## config.mk

```make
export PLATFORM = sky130hd
export DESIGN_NAME = layer_compositor
export DESIGN_NICKNAME = d
export VERILOG_FILES = /design/src/rtl/gfx_pkg.sv /design/src/rtl/layer_priority_sel.sv /design/src/rtl/layer_compositor.sv
export SDC_FILE = /design/constraint.sdc
export NUM_CORES = 1
export LEC_CHECK = 0
export CAP_MARGIN = 20
export CORE_AREA = 4 4 112 103
export CTS_BUF_LIST = sky130_fd_sc_hd__clkbuf_8 sky130_fd_sc_hd__clkbuf_16
export DETAILED_ROUTE_END_ITERATION = 8
export DIE_AREA = 0 0 116 107
export PLACE_DENSITY = 0.84
export SYNTH_ARGS = -nofsm -noshare
export SYNTH_HDL_FRONTEND = slang
export SYNTH_SLANG_ARGS = --single-unit
```

## constraint.sdc

```tcl
create_clock -name i_clk -period 11.2 [get_ports i_clk]
set_input_delay 2.24 -clock i_clk [delete_from_list [all_inputs] [get_ports i_clk]]
set_output_delay 2.24 -clock i_clk [all_outputs]
set_load 0.03 [all_outputs]
```

## src/rtl/gfx_pkg.sv

```systemverilog
// rtl/gfx_pkg.sv - shared graphics types, defaults and helper functions
//
// Holds the default colour channel width, the packed {r,g,b} pixel type,
// the winning-layer index width helper and the collision popcount helper.
package gfx_pkg;

    localparam int COLOR_W_DEFAULT = 8;

    typedef struct packed {
        logic [COLOR_W_DEFAULT-1:0] r;
        logic [COLOR_W_DEFAULT-1:0] g;
        logic [COLOR_W_DEFAULT-1:0] b;
    } rgb_t;

    // Index width able to hold 0..n, where n itself encodes "background".
    function automatic int layer_id_w(input int n);
        return $clog2(n + 1);
    endfunction

    // True when at least two bits are set: clearing the lowest set bit
    // leaves something behind only if there was a second one.
    function automatic logic popcount_ge2(input logic [7:0] v);
        return (v & (v - 8'd1)) != 8'd0;
    endfunction

endpackage

```

## src/rtl/layer_priority_sel.sv

```systemverilog
// rtl/layer_priority_sel.sv - combinational lowest-index-wins layer select
//
// Ports:
//   hit       in  N_LAYERS              per-layer opaque flags (already masked)
//   layer_rgb in  N_LAYERS*3*COLOR_W    layer k colour at [k*3*COLOR_W +: 3*COLOR_W]
//   bg_rgb    in  3*COLOR_W             background colour {r,g,b}
//   rgb       out 3*COLOR_W             selected colour
//   id        out ID_W                  selected layer index, N_LAYERS = background
module layer_priority_sel #(
    parameter int N_LAYERS = 4,
    parameter int COLOR_W  = 8,
    parameter int ID_W     = 3
) (
    input  logic [N_LAYERS-1:0]           hit,
    input  logic [N_LAYERS*3*COLOR_W-1:0] layer_rgb,
    input  logic [3*COLOR_W-1:0]          bg_rgb,
    output logic [3*COLOR_W-1:0]          rgb,
    output logic [ID_W-1:0]               id
);

    // Walk from the lowest priority upward so the last assignment made is
    // the lowest set index.
    always_comb begin
        rgb = bg_rgb;
        id  = ID_W'(N_LAYERS);
        for (int k = N_LAYERS - 1; k >= 0; k--) begin
            if (hit[k]) begin
                rgb = layer_rgb[k*3*COLOR_W +: 3*COLOR_W];
                id  = ID_W'(k);
            end
        end
    end

endmodule

```

## src/rtl/layer_compositor.sv

```systemverilog
// rtl/layer_compositor.sv - N-layer sprite/background compositor, 2-stage pipeline
//
// Optional feature macro: COMPOSITOR_COLLISION_EN (collision accumulator and
// o_collision_mask; when undefined o_collision_mask is tied to 0).
//
// Ports:
//   i_clk, i_rst          pixel clock, asynchronous active-high reset
//   i_valid               pixel in active display area
//   i_v_sync              vertical sync, frame boundary on rising edge
//   i_layer_en_next       layer enable mask taking effect from the next frame
//   i_bg_rgb              background colour {r,g,b}
//   i_layer_rgb           packed layer colours, layer k at [k*3*COLOR_W +: 3*COLOR_W]
//   i_layer_hit           per-layer opaque flags for the current pixel
//   o_valid               output pixel valid (2 cycles after i_valid)
//   o_red/o_green/o_blue  composited colour
//   o_layer_id            winning layer, N_LAYERS = background
//   o_frame_start         one-cycle pulse after a vsync rising edge
//   o_collision_mask      layers that overlapped another enabled layer last frame
module layer_compositor
    import gfx_pkg::*;
#(
    parameter int  N_LAYERS = 4,
    parameter int  COLOR_W  = COLOR_W_DEFAULT,
    localparam int ID_W     = layer_id_w(N_LAYERS)
) (
    input  logic                          i_clk,
    input  logic                          i_rst,
    input  logic                          i_valid,
    input  logic                          i_v_sync,
    input  logic [N_LAYERS-1:0]           i_layer_en_next,
    input  logic [3*COLOR_W-1:0]          i_bg_rgb,
    input  logic [N_LAYERS*3*COLOR_W-1:0] i_layer_rgb,
    input  logic [N_LAYERS-1:0]           i_layer_hit,
    output logic                          o_valid,
    output logic [COLOR_W-1:0]            o_red,
    output logic [COLOR_W-1:0]            o_green,
    output logic [COLOR_W-1:0]            o_blue,
    output logic [ID_W-1:0]               o_layer_id,
    output logic                          o_frame_start,
    output logic [N_LAYERS-1:0]           o_collision_mask
);

    logic                          vsync_d;
    logic                          rise;
    logic [N_LAYERS-1:0]           active_mask;

    logic                          s1_valid;
    logic [N_LAYERS-1:0]           s1_hit;
    logic [N_LAYERS*3*COLOR_W-1:0] s1_layer_rgb;
    logic [3*COLOR_W-1:0]          s1_bg_rgb;

    logic [3*COLOR_W-1:0]          sel_rgb;
    logic [ID_W-1:0]               sel_id;
    logic [3*COLOR_W-1:0]          s2_rgb;

    assign rise = i_v_sync & ~vsync_d;

    // Frame control and stage 1. The hit vector is masked with the mask in
    // force before this edge, so a pixel on the rise cycle still sees the
    // previous frame's enables.
    always_ff @(posedge i_clk or posedge i_rst) begin
        if (i_rst) begin
            vsync_d       <= 1'b0;
            active_mask   <= '1;
            o_frame_start <= 1'b0;
            s1_valid      <= 1'b0;
            s1_hit        <= '0;
            s1_layer_rgb  <= '0;
            s1_bg_rgb     <= '0;
        end else begin
            vsync_d       <= i_v_sync;
            o_frame_start <= rise;
            if (rise) begin
                active_mask <= i_layer_en_next;
            end
            s1_valid     <= i_valid;
            s1_hit       <= i_layer_hit & active_mask;
            s1_layer_rgb <= i_layer_rgb;
            s1_bg_rgb    <= i_bg_rgb;
        end
    end

    layer_priority_sel #(
        .N_LAYERS (N_LAYERS),
        .COLOR_W  (COLOR_W),
        .ID_W     (ID_W)
    ) u_sel (
        .hit       (s1_hit),
        .layer_rgb (s1_layer_rgb),
        .bg_rgb    (s1_bg_rgb),
        .rgb       (sel_rgb),
        .id        (sel_id)
    );

    // Stage 2: blanked pixels are forced to black / background id.
    always_ff @(posedge i_clk or posedge i_rst) begin
        if (i_rst) begin
            o_valid    <= 1'b0;
            s2_rgb     <= '0;
            o_layer_id <= ID_W'(N_LAYERS);
        end else begin
            o_valid    <= s1_valid;
            s2_rgb     <= s1_valid ? sel_rgb : '0;
            o_layer_id <= s1_valid ? sel_id : ID_W'(N_LAYERS);
        end
    end

    assign o_red   = s2_rgb[3*COLOR_W-1:2*COLOR_W];
    assign o_green = s2_rgb[2*COLOR_W-1:COLOR_W];
    assign o_blue  = s2_rgb[COLOR_W-1:0];

`ifdef COMPOSITOR_COLLISION_EN
    logic [N_LAYERS-1:0] coll_acc;
    logic [7:0]          hit8;
    logic [N_LAYERS-1:0] coll_now;

    always_comb begin
        hit8                 = '0;
        hit8[N_LAYERS-1:0]   = s1_hit;
    end

    assign coll_now = (s1_valid && popcount_ge2(hit8)) ? s1_hit : '0;

    // The pixel sitting in stage 1 on the rise cycle is reported with the
    // closing frame and also seeds the new frame's accumulator.
    always_ff @(posedge i_clk or posedge i_rst) begin
        if (i_rst) begin
            coll_acc         <= '0;
            o_collision_mask <= '0;
        end else if (rise) begin
            o_collision_mask <= coll_acc | coll_now;
            coll_acc         <= coll_now;
        end else begin
            coll_acc         <= coll_acc | coll_now;
        end
    end
`else
    assign o_collision_mask = '0;
`endif

endmodule
```

# Word level (Yosys, flattened, before mapping)
# Cells that the tools add are included.
dict set report classes {
  mux 10
  bitwise 3
}
# op count
set op_table {}
lappend op_table {{$mux 24} 5}
lappend op_table {{$mux 3} 5}
lappend op_table {{$and 4x4->4} 1}
lappend op_table {{$and 1x1->1} 1}
lappend op_table {{$not 1->1} 1}
dict set report word_totals {
  reg_bits 159
  word_cells 23
  output_inout_bits 33
  inputBits 132
}

# Logic depth before layout (Yosys ltp)
dict set report logic_depth {
  depth_word 5
  depth_mapped 4
  depth_no_buf 3
}

# Hierarchy
# From an unflattened synthesis, not the netlist that was laid out.
dict set report unflattened {
  cells_unflattened 325
  hier_area_um2 5291.3
}
# mod n_inst seq_area_each_um2 area_per_inst_um2 cells_per_inst
set modules_own_cells {}
lappend modules_own_cells {layer_compositor 1 3985.1 4311.6 204}
lappend modules_own_cells {layer_priority_sel 1 0.0 979.7 121}

# Worst setup path before layout
# No wires, ideal clock.
dict set report synth_timing {
  path_kind {in2reg}
  startpoint {input i_v_sync}
  endpoint {register active_mask[0]}
  slack_ns 8.244
  setup_time_ns 0.082
  path_buffers 1
  t_required_ns 11.118
  t_arrival_ns 2.873
  path_stages 3
  path_cell_list {nor2b_1 clkbuf_1 mux2_2}
}
dict set report synth_between {
  elab_chain_len 1
}
# item line
set synth_lines {}
lappend synth_lines {{from (decl)} layer_compositor.sv:29} ;# input logic i_v_sync,
lappend synth_lines {{$and 1x1->1} layer_compositor.sv:56} ;# assign rise = i_v_sync & ~vsync_d;
lappend synth_lines {{net rise} layer_compositor.sv:44} ;# logic rise;
lappend synth_lines {{to (signal assigned)} layer_compositor.sv:74} ;# active_mask <= i_layer_en_next;
lappend synth_lines {{to (decl)} layer_compositor.sv:45} ;# logic [N_LAYERS-1:0] active_mask;
# The timed path passes the listed nets, and every way through them passes these cells.
# A chain may end at the register's enable or synchronous reset.

# Worst setup path in the final report
dict set report layout_timing {
  startpoint {register o_layer_id[2]}
  endpoint {output o_layer_id[2]}
}
# item line
set layout_lines {}
lappend layout_lines {{from (decl)} layer_compositor.sv:38} ;# output logic [ID_W-1:0] o_layer_id,
lappend layout_lines {{from (signal assigned)} layer_compositor.sv:100} ;# o_layer_id <= ID_W'(N_LAYERS);
lappend layout_lines {{from (signal assigned)} layer_compositor.sv:104} ;# o_layer_id <= s1_valid ? sel_id : ID_W'(N_LAYERS);
# No word-level cell between the ends.

==> flow_metrics.py <==
metrics = {
    "grt": {
        "grt_usage": 0.196,
        "top_usage_layer": "met2",
        "grt_antenna_before_repair": 0,
        "gr-total-overflow": 0,
        "grt_max_degree": 86,
        "grt_use_met2": 0.336,
        "grt_pass1_vias": 3581,
        "met3_usage": 0.0728,
        "grt_util_met1": 0.233,
        "grt_pass1_wl_mm": 18.1,
    },
    "setup_path": {
        "cp_slowest_cell": "clkdlybuf4s50_1",
        "worstSetupPathType": "flop to primary output",
        "crit_path_end": "o_layer_id[2]",
        "slowest_delay_ns": 0.66,
        "r2r_start": "s1_hit[1]",
        "end_kind": "primary output",
        "critPathBufInv": 1,
        "worstRegToRegCells": 3,
        "cp_max_fo": 1,
        "required_ns": 8.96,
        "timing.rr.end": "s2_rgb[19]",
        "cp.arrival_ns": 1.57,
        "start_kind": "flop",
        "worst-path-stages": 1,
        "rrSetupSlack_ns": 9.45,
        "path_cells": "clkdlybuf4s50_1",
        "crit_path_start": "o_layer_id[2]",
        "cpLargestDelayFamily": "buffers and inverters",
    },
    "cells_and_area": {
        "syn_to_final_growth_pct": 44.6,
        "final_nets": 597,
        "drive_above_1_share": 0.100,
        "fin_area_um2": 7230,
        "antenna_cells": 0,
        "final_util": 0.706,
    },
    "cts": {
        "root_buffer": "clkbuf_16",
        "clock_sinks": 159,
        "clockBufferDepth": 2,
        "h-tree-depth": 4,
        "cts_tree": "built",
        "post-cts-setup-buffers": 0,
        "cts_buffers": 17,
        "clk_latency_ns": 0.40,
        "hold_buffers": 0,
        "clk_pin_slew_ns": 0.06,
        "cts.repair.resized": 0,
    },
    "drt": {
        "final_antenna_net_count": 0,
        "wirelength_mm": 11.5,
        "vias": 3106,
        "drtIter0Drc": 217,
        "wl_per_cell_um": 18.9,
        "drt_drc_violations_left": 0,
        "viasPerCell": 5.12,
        "drt-pass1-iter-count": 5,
    },
    "floorplan": {
        "die_w_um": 116,
        "coreArea_um2": 10200,
        "die_area_um2": 12400,
        "start_util": 0.488,
        "die_y_um": 107,
        "fp-row-count": 35,
        "ios": 165,
    },
    "timing": {
        "tns_ns": 0,
        "min_period_ns": 3.81,
        "setup_viol": 0,
        "relSlewSlack": 0.434,
        "setup_ws_ns": 7.39,
        "clock_skew_ns": 0.0106,
        "clock.fmax_mhz": 263,
        "tightest_slew_ns": 0.849,
        "final_hold_viol_count": 0,
        "timing.final.max_slew_violations": 0,
        "finalCritPeriodShare": 0.340,
        "rsz0062_at_grt": "no",
    },
    "synth": {
        "syn_area_um2": 5000,
        "syn_area_per_cell_um2": 16.8,
        "synth_cell_types": 30,
        "yosysTopAreaCell": "dfrtp_1",
        "synth.yosys.seq_area_share": 0.797,
        "synth_top_area_share": 0.771,
        "synth_edf_count": 0,
        "synth_ff_type": "dfrtp_1",
        "synth_top_cells_by_area": "dfrtp_1 77%, mux2i_1 4.8%, a211oi_1 3.2%",
        "synth_seq_cells": 159,
        "synth-async-reset-ratio": 1.00,
        "syn_inst": 298,
        "yosysWarnings": 0,
    },
    "place": {
        "port_buffers": 160,
        "placed_area_um2": 6670,
        "post-place-ws_ns": 6.91,
        "gp_congestion": 0.773,
        "dp.final_hpwl_mm": 7.71,
    },
    "outcome": {
        "status": "completed",
    },
    "power_and_ir_drop": {
        "netSwitchingFraction": 0.235,
        "comb_power_share": 0.129,
        "pwr-share-seq": 0.486,
        "clkPwrFrac": 0.385,
        "power.leakage_nw": 3.08,
        "internal-power_w": 0.000999,
        "switchingPower_w": 0.000306,
        "peakVddDrop_uv": 140,
        "p_per_area_nw_per_um2": 180,
    },
    "hold_path": {
        "hold_class": "flop to flop",
        "hp-start": "vsync_d",
    },
    "run": {
        "cap_violations": 0,
    },
}
[routing by layer]
metal / part of all wire / wire length (µm)
met1: 0.39 / 4520
met3: 0.073 / 832
met5: 0 / 0
met2: 0.52 / 5980
met4: 0.012 / 138
[logic make-up (layout without fill, tap and decap cells)]
family / after synthesis / count (layout) / synth area share
AOI/OAI and AO/OA: 73 / 73 / 0.0953
and+or+nand+nor: 15 / 15 / 0.0208
other: 1 / 4 / 0.000750
muxes: 28 / 28 / 0.0571
buffers and inverters: 22 / 199 / 0.0290
DFF: 159 / 159 / 0.797
[final cells by class]
class / count / area [µm²]
Sequential cell: 159 / 3990
Fill cell: 689 / 3020
Timing Repair Buffer: 164 / 1660
Multi-Input combinational cell: 120 / 887
Clock buffer: 17 / 425
Tap cell: 129 / 161
Clock inverter: 15 / 96.3
Inverter: 3 / 16.3
[how the worst min path moves through the flow]
stage,slack (ns),cells past startpoint,to
after detailed placement,0.48,1,o_frame_start
after global placement,0.46,1,o_frame_start
after global routing,0.51,1,o_frame_start
after floorplan,0.48,1,o_layer_id[2]
after CTS,0.49,1,o_frame_start
final,0.49,1,o_frame_start
[synth_stat cells, drive strengths merged (4+ instances only)]
library cell	instances
dfrtp	154
mux2i	24
o21ai	23
mux2	4
o22ai	20
dfstp	5
a211oi	21
and2	4
buf	16
[worst reg2reg max path: cells and delay by family (launching register included)]
kind	cells	cell delay (ns)
simple gates	1	0.59
flops	1	0.53
compound gates	2	0.52
[placed cells by master (no fill, tap or decap), types with 2 or more instances in the layout]
master / count
dfstp_2: 5
mux2i_1: 24
conb_1: 4
inv_1: 6
buf_4: 2
o21ai_0: 4
nand2b_1: 3
a221oi_1: 3
o22ai_1: 20
dfrtp_1: 153
clkinv_2: 8
and2_1: 4
mux2_2: 4
nor2_1: 2
clkdlybuf4s50_1: 160
a211oi_1: 21
o31ai_1: 3
clkbuf_16: 17
o21ai_1: 17
o21ai_2: 2
[registers in the layout, summed over array words and instances (netlist names)]
name and count:
o_layer_id 3, o_valid 1, s1_layer_rgb 96, s1_bg_rgb 24, s2_rgb 24, active_mask 4
vsync_d 1, s1_valid 1, s1_hit 4, o_frame_start 1
[power groups by stage]
stage | clock network, W | logic [W] | registers (W)
floorplan | 0 | 0.0000604 | 0.000662
global placement | 0 | 0.000163 | 0.000643
detailed placement | 0 | 0.000167 | 0.000645
CTS | 0.000513 | 0.000168 | 0.000635
global route | 0.000542 | 0.000180 | 0.000638
finish | 0.000502 | 0.000168 | 0.000635
[metrics by stage]
stage,hold WS [ns],instances,power (W)
floorplan,0.476,301,0.000722
global placement,0.460,573,0.000806
detailed placement,0.481,573,0.000812
CTS,0.489,605,0.00132
global route,0.512,607,0.00136
finish,0.485,607,0.00130
(Power assumes the default switching activity.)
==> RTL change, RTL diff (same flow settings) <==
Register the outputs `o_red`, `o_green` and `o_blue`, without a reset; this adds one clock of latency there. The other outputs are not delayed to match.
--- a/src/rtl/layer_compositor.sv
+++ b/src/rtl/layer_compositor.sv
@@ -107,5 +107,7 @@
 
-    assign o_red   = s2_rgb[3*COLOR_W-1:2*COLOR_W];
-    assign o_green = s2_rgb[2*COLOR_W-1:COLOR_W];
-    assign o_blue  = s2_rgb[COLOR_W-1:0];
+    always_ff @(posedge i_clk) begin
+        o_red   <= s2_rgb[3*COLOR_W-1:2*COLOR_W];
+        o_green <= s2_rgb[2*COLOR_W-1:COLOR_W];
+        o_blue  <= s2_rgb[COLOR_W-1:0];
+    end
 
Behaviour: not the same (Yosys sat finds a counterexample within 4 cycles, from zero or initial values and one cycle with i_rst high).
==> RTL change against the unedited design <==
- total power rose by 17%
- via count up 2.9%
- routed wire length is 10% higher
- non-clock buffer count shrank 1
- synthesized area grew 9.5%
- global-route usage rose by 2.2 points
- register-to-register slack gained 0.04 ns
- cell count is 3.8% higher
- synthesized cell count rose by 8.1%
- cell area rose by 7.7%
- sequential cell count grew 24
- setup slack worse by 0.031 ns
- critical endpoint unchanged
==> RTL change: results (changes against the unedited design) <==
metric,value,unit,change
status,"complete, no violations",,unchanged
stdcell_count,630,,was 607
ff2ff_setup_slack,9.49,ns,was 9.45 ns
ys_seq_area_frac,0.815,,was 0.797
wl_met1,4940,um,was 4520 um
max-vdd-ir-drop,0.164,mV,was 0.140 mV
nNetsFinal,620,,was 597
dp_hpwl,8030,um,was 7710 um
synth.top_cells.by_count,"dfrtp_1, dfxtp_1, mux2i_1",,"was dfrtp_1, mux2i_1, a211oi_1"
avgSynthCellArea,17.0,sq um,was 16.8 sq um
dpl.cell_count,597,,was 573
fin_hold_ws,0.341,ns,was 0.485 ns
relSlewSlack,0.397,,was 0.434
via_per_inst,5.07,,was 5.12
grt_pass1_vias,3709,,was 3581
dr_wl_met2,6620,um,was 5980 um
fmax,0.261,GHz,was 0.263 GHz
drt_iter0_drc,225,,was 217
wire_per_inst,20.1,um,was 18.9 um
grt_pass1_wl,19500,um,was 18100 um
nFillCells,626,,was 689
critPathArrivalTime,1.60,ns,was 1.57 ns
drive_gt1_frac,0.102,,was 0.100
place.gp.congestion,0.794,,was 0.773
ys_top_cells_by_area,"dfrtp_1, dfxtp_1, mux2i_1",,"was dfrtp_1, mux2i_1, a211oi_1"
fin_skew,0.0101,ns,was 0.0106 ns
synth-compound-area-share,0.0870,,was 0.0953
synthMuxAreaShare,0.0521,,was 0.0571
## RTL change: cell types whose count changed in the layout (fill, tap and decap cells not counted), sizes merged
cell      unedited run  this run
clkinvlp             1         2
bufinv               1         4
inv                  8         6
dfxtp                0        24
clkinv               8         6
buf                  4         3
## RTL change: final cells by class
class                           instances  area [sq um]  share of cell area
Sequential cell                       183          4470               0.573
Clock buffer                           17           425              0.0546
Clock inverter                         15           203              0.0260
Multi-Input combinational cell        120           887               0.114
Tap cell                              129           161              0.0207
Inverter                                3          16.3             0.00209
Timing Repair Buffer                  163          1630               0.209
## RTL change: logic make-up after synthesis
logic type | Yosys count
other cells | 1
flops | 183
mux | 28
simple gates | 15
buf+inv | 22
compound gates | 73
## RTL change: report_power, final
| part | switching [W] | leakage (nW) | total (W) | internal (W) |
|---|---|---|---|---|
| clock network | 0.000247 | 0.308 | 0.000622 | 0.000375 |
| logic | 0.0000834 | 0.902 | 0.000169 | 0.0000854 |
| registers | 0.0000241 | 2.08 | 0.000736 | 0.000711 |
## RTL change: path summary, 6_finish.rpt
kind	to	depth (start not counted)	from
min in group asynchronous	s1_layer_rgb[2]$_DFF_PP0_	2	i_rst
worst min register to register	o_blue[6]$_DFF_P_	0	s2_rgb[6]$_DFF_PP0_
max in group asynchronous	s1_layer_rgb[49]$_DFF_PP0_	3	i_rst
worst min-delay path	o_blue[6]$_DFF_P_	0	s2_rgb[6]$_DFF_PP0_
worst max register to register	s2_rgb[22]$_DFF_PP0_	2	s1_hit[3]$_DFF_PP0_
worst max-delay path	o_layer_id[2]	1	o_layer_id[2]$_DFF_PP1_
## RTL change: per-layer routing
layer,vias to the layer above,track usage
li1,1456,-
met1,1587,0.268
met2,131,0.366
met3,22,0.0632
met4,0,0.0820
met5,-,0
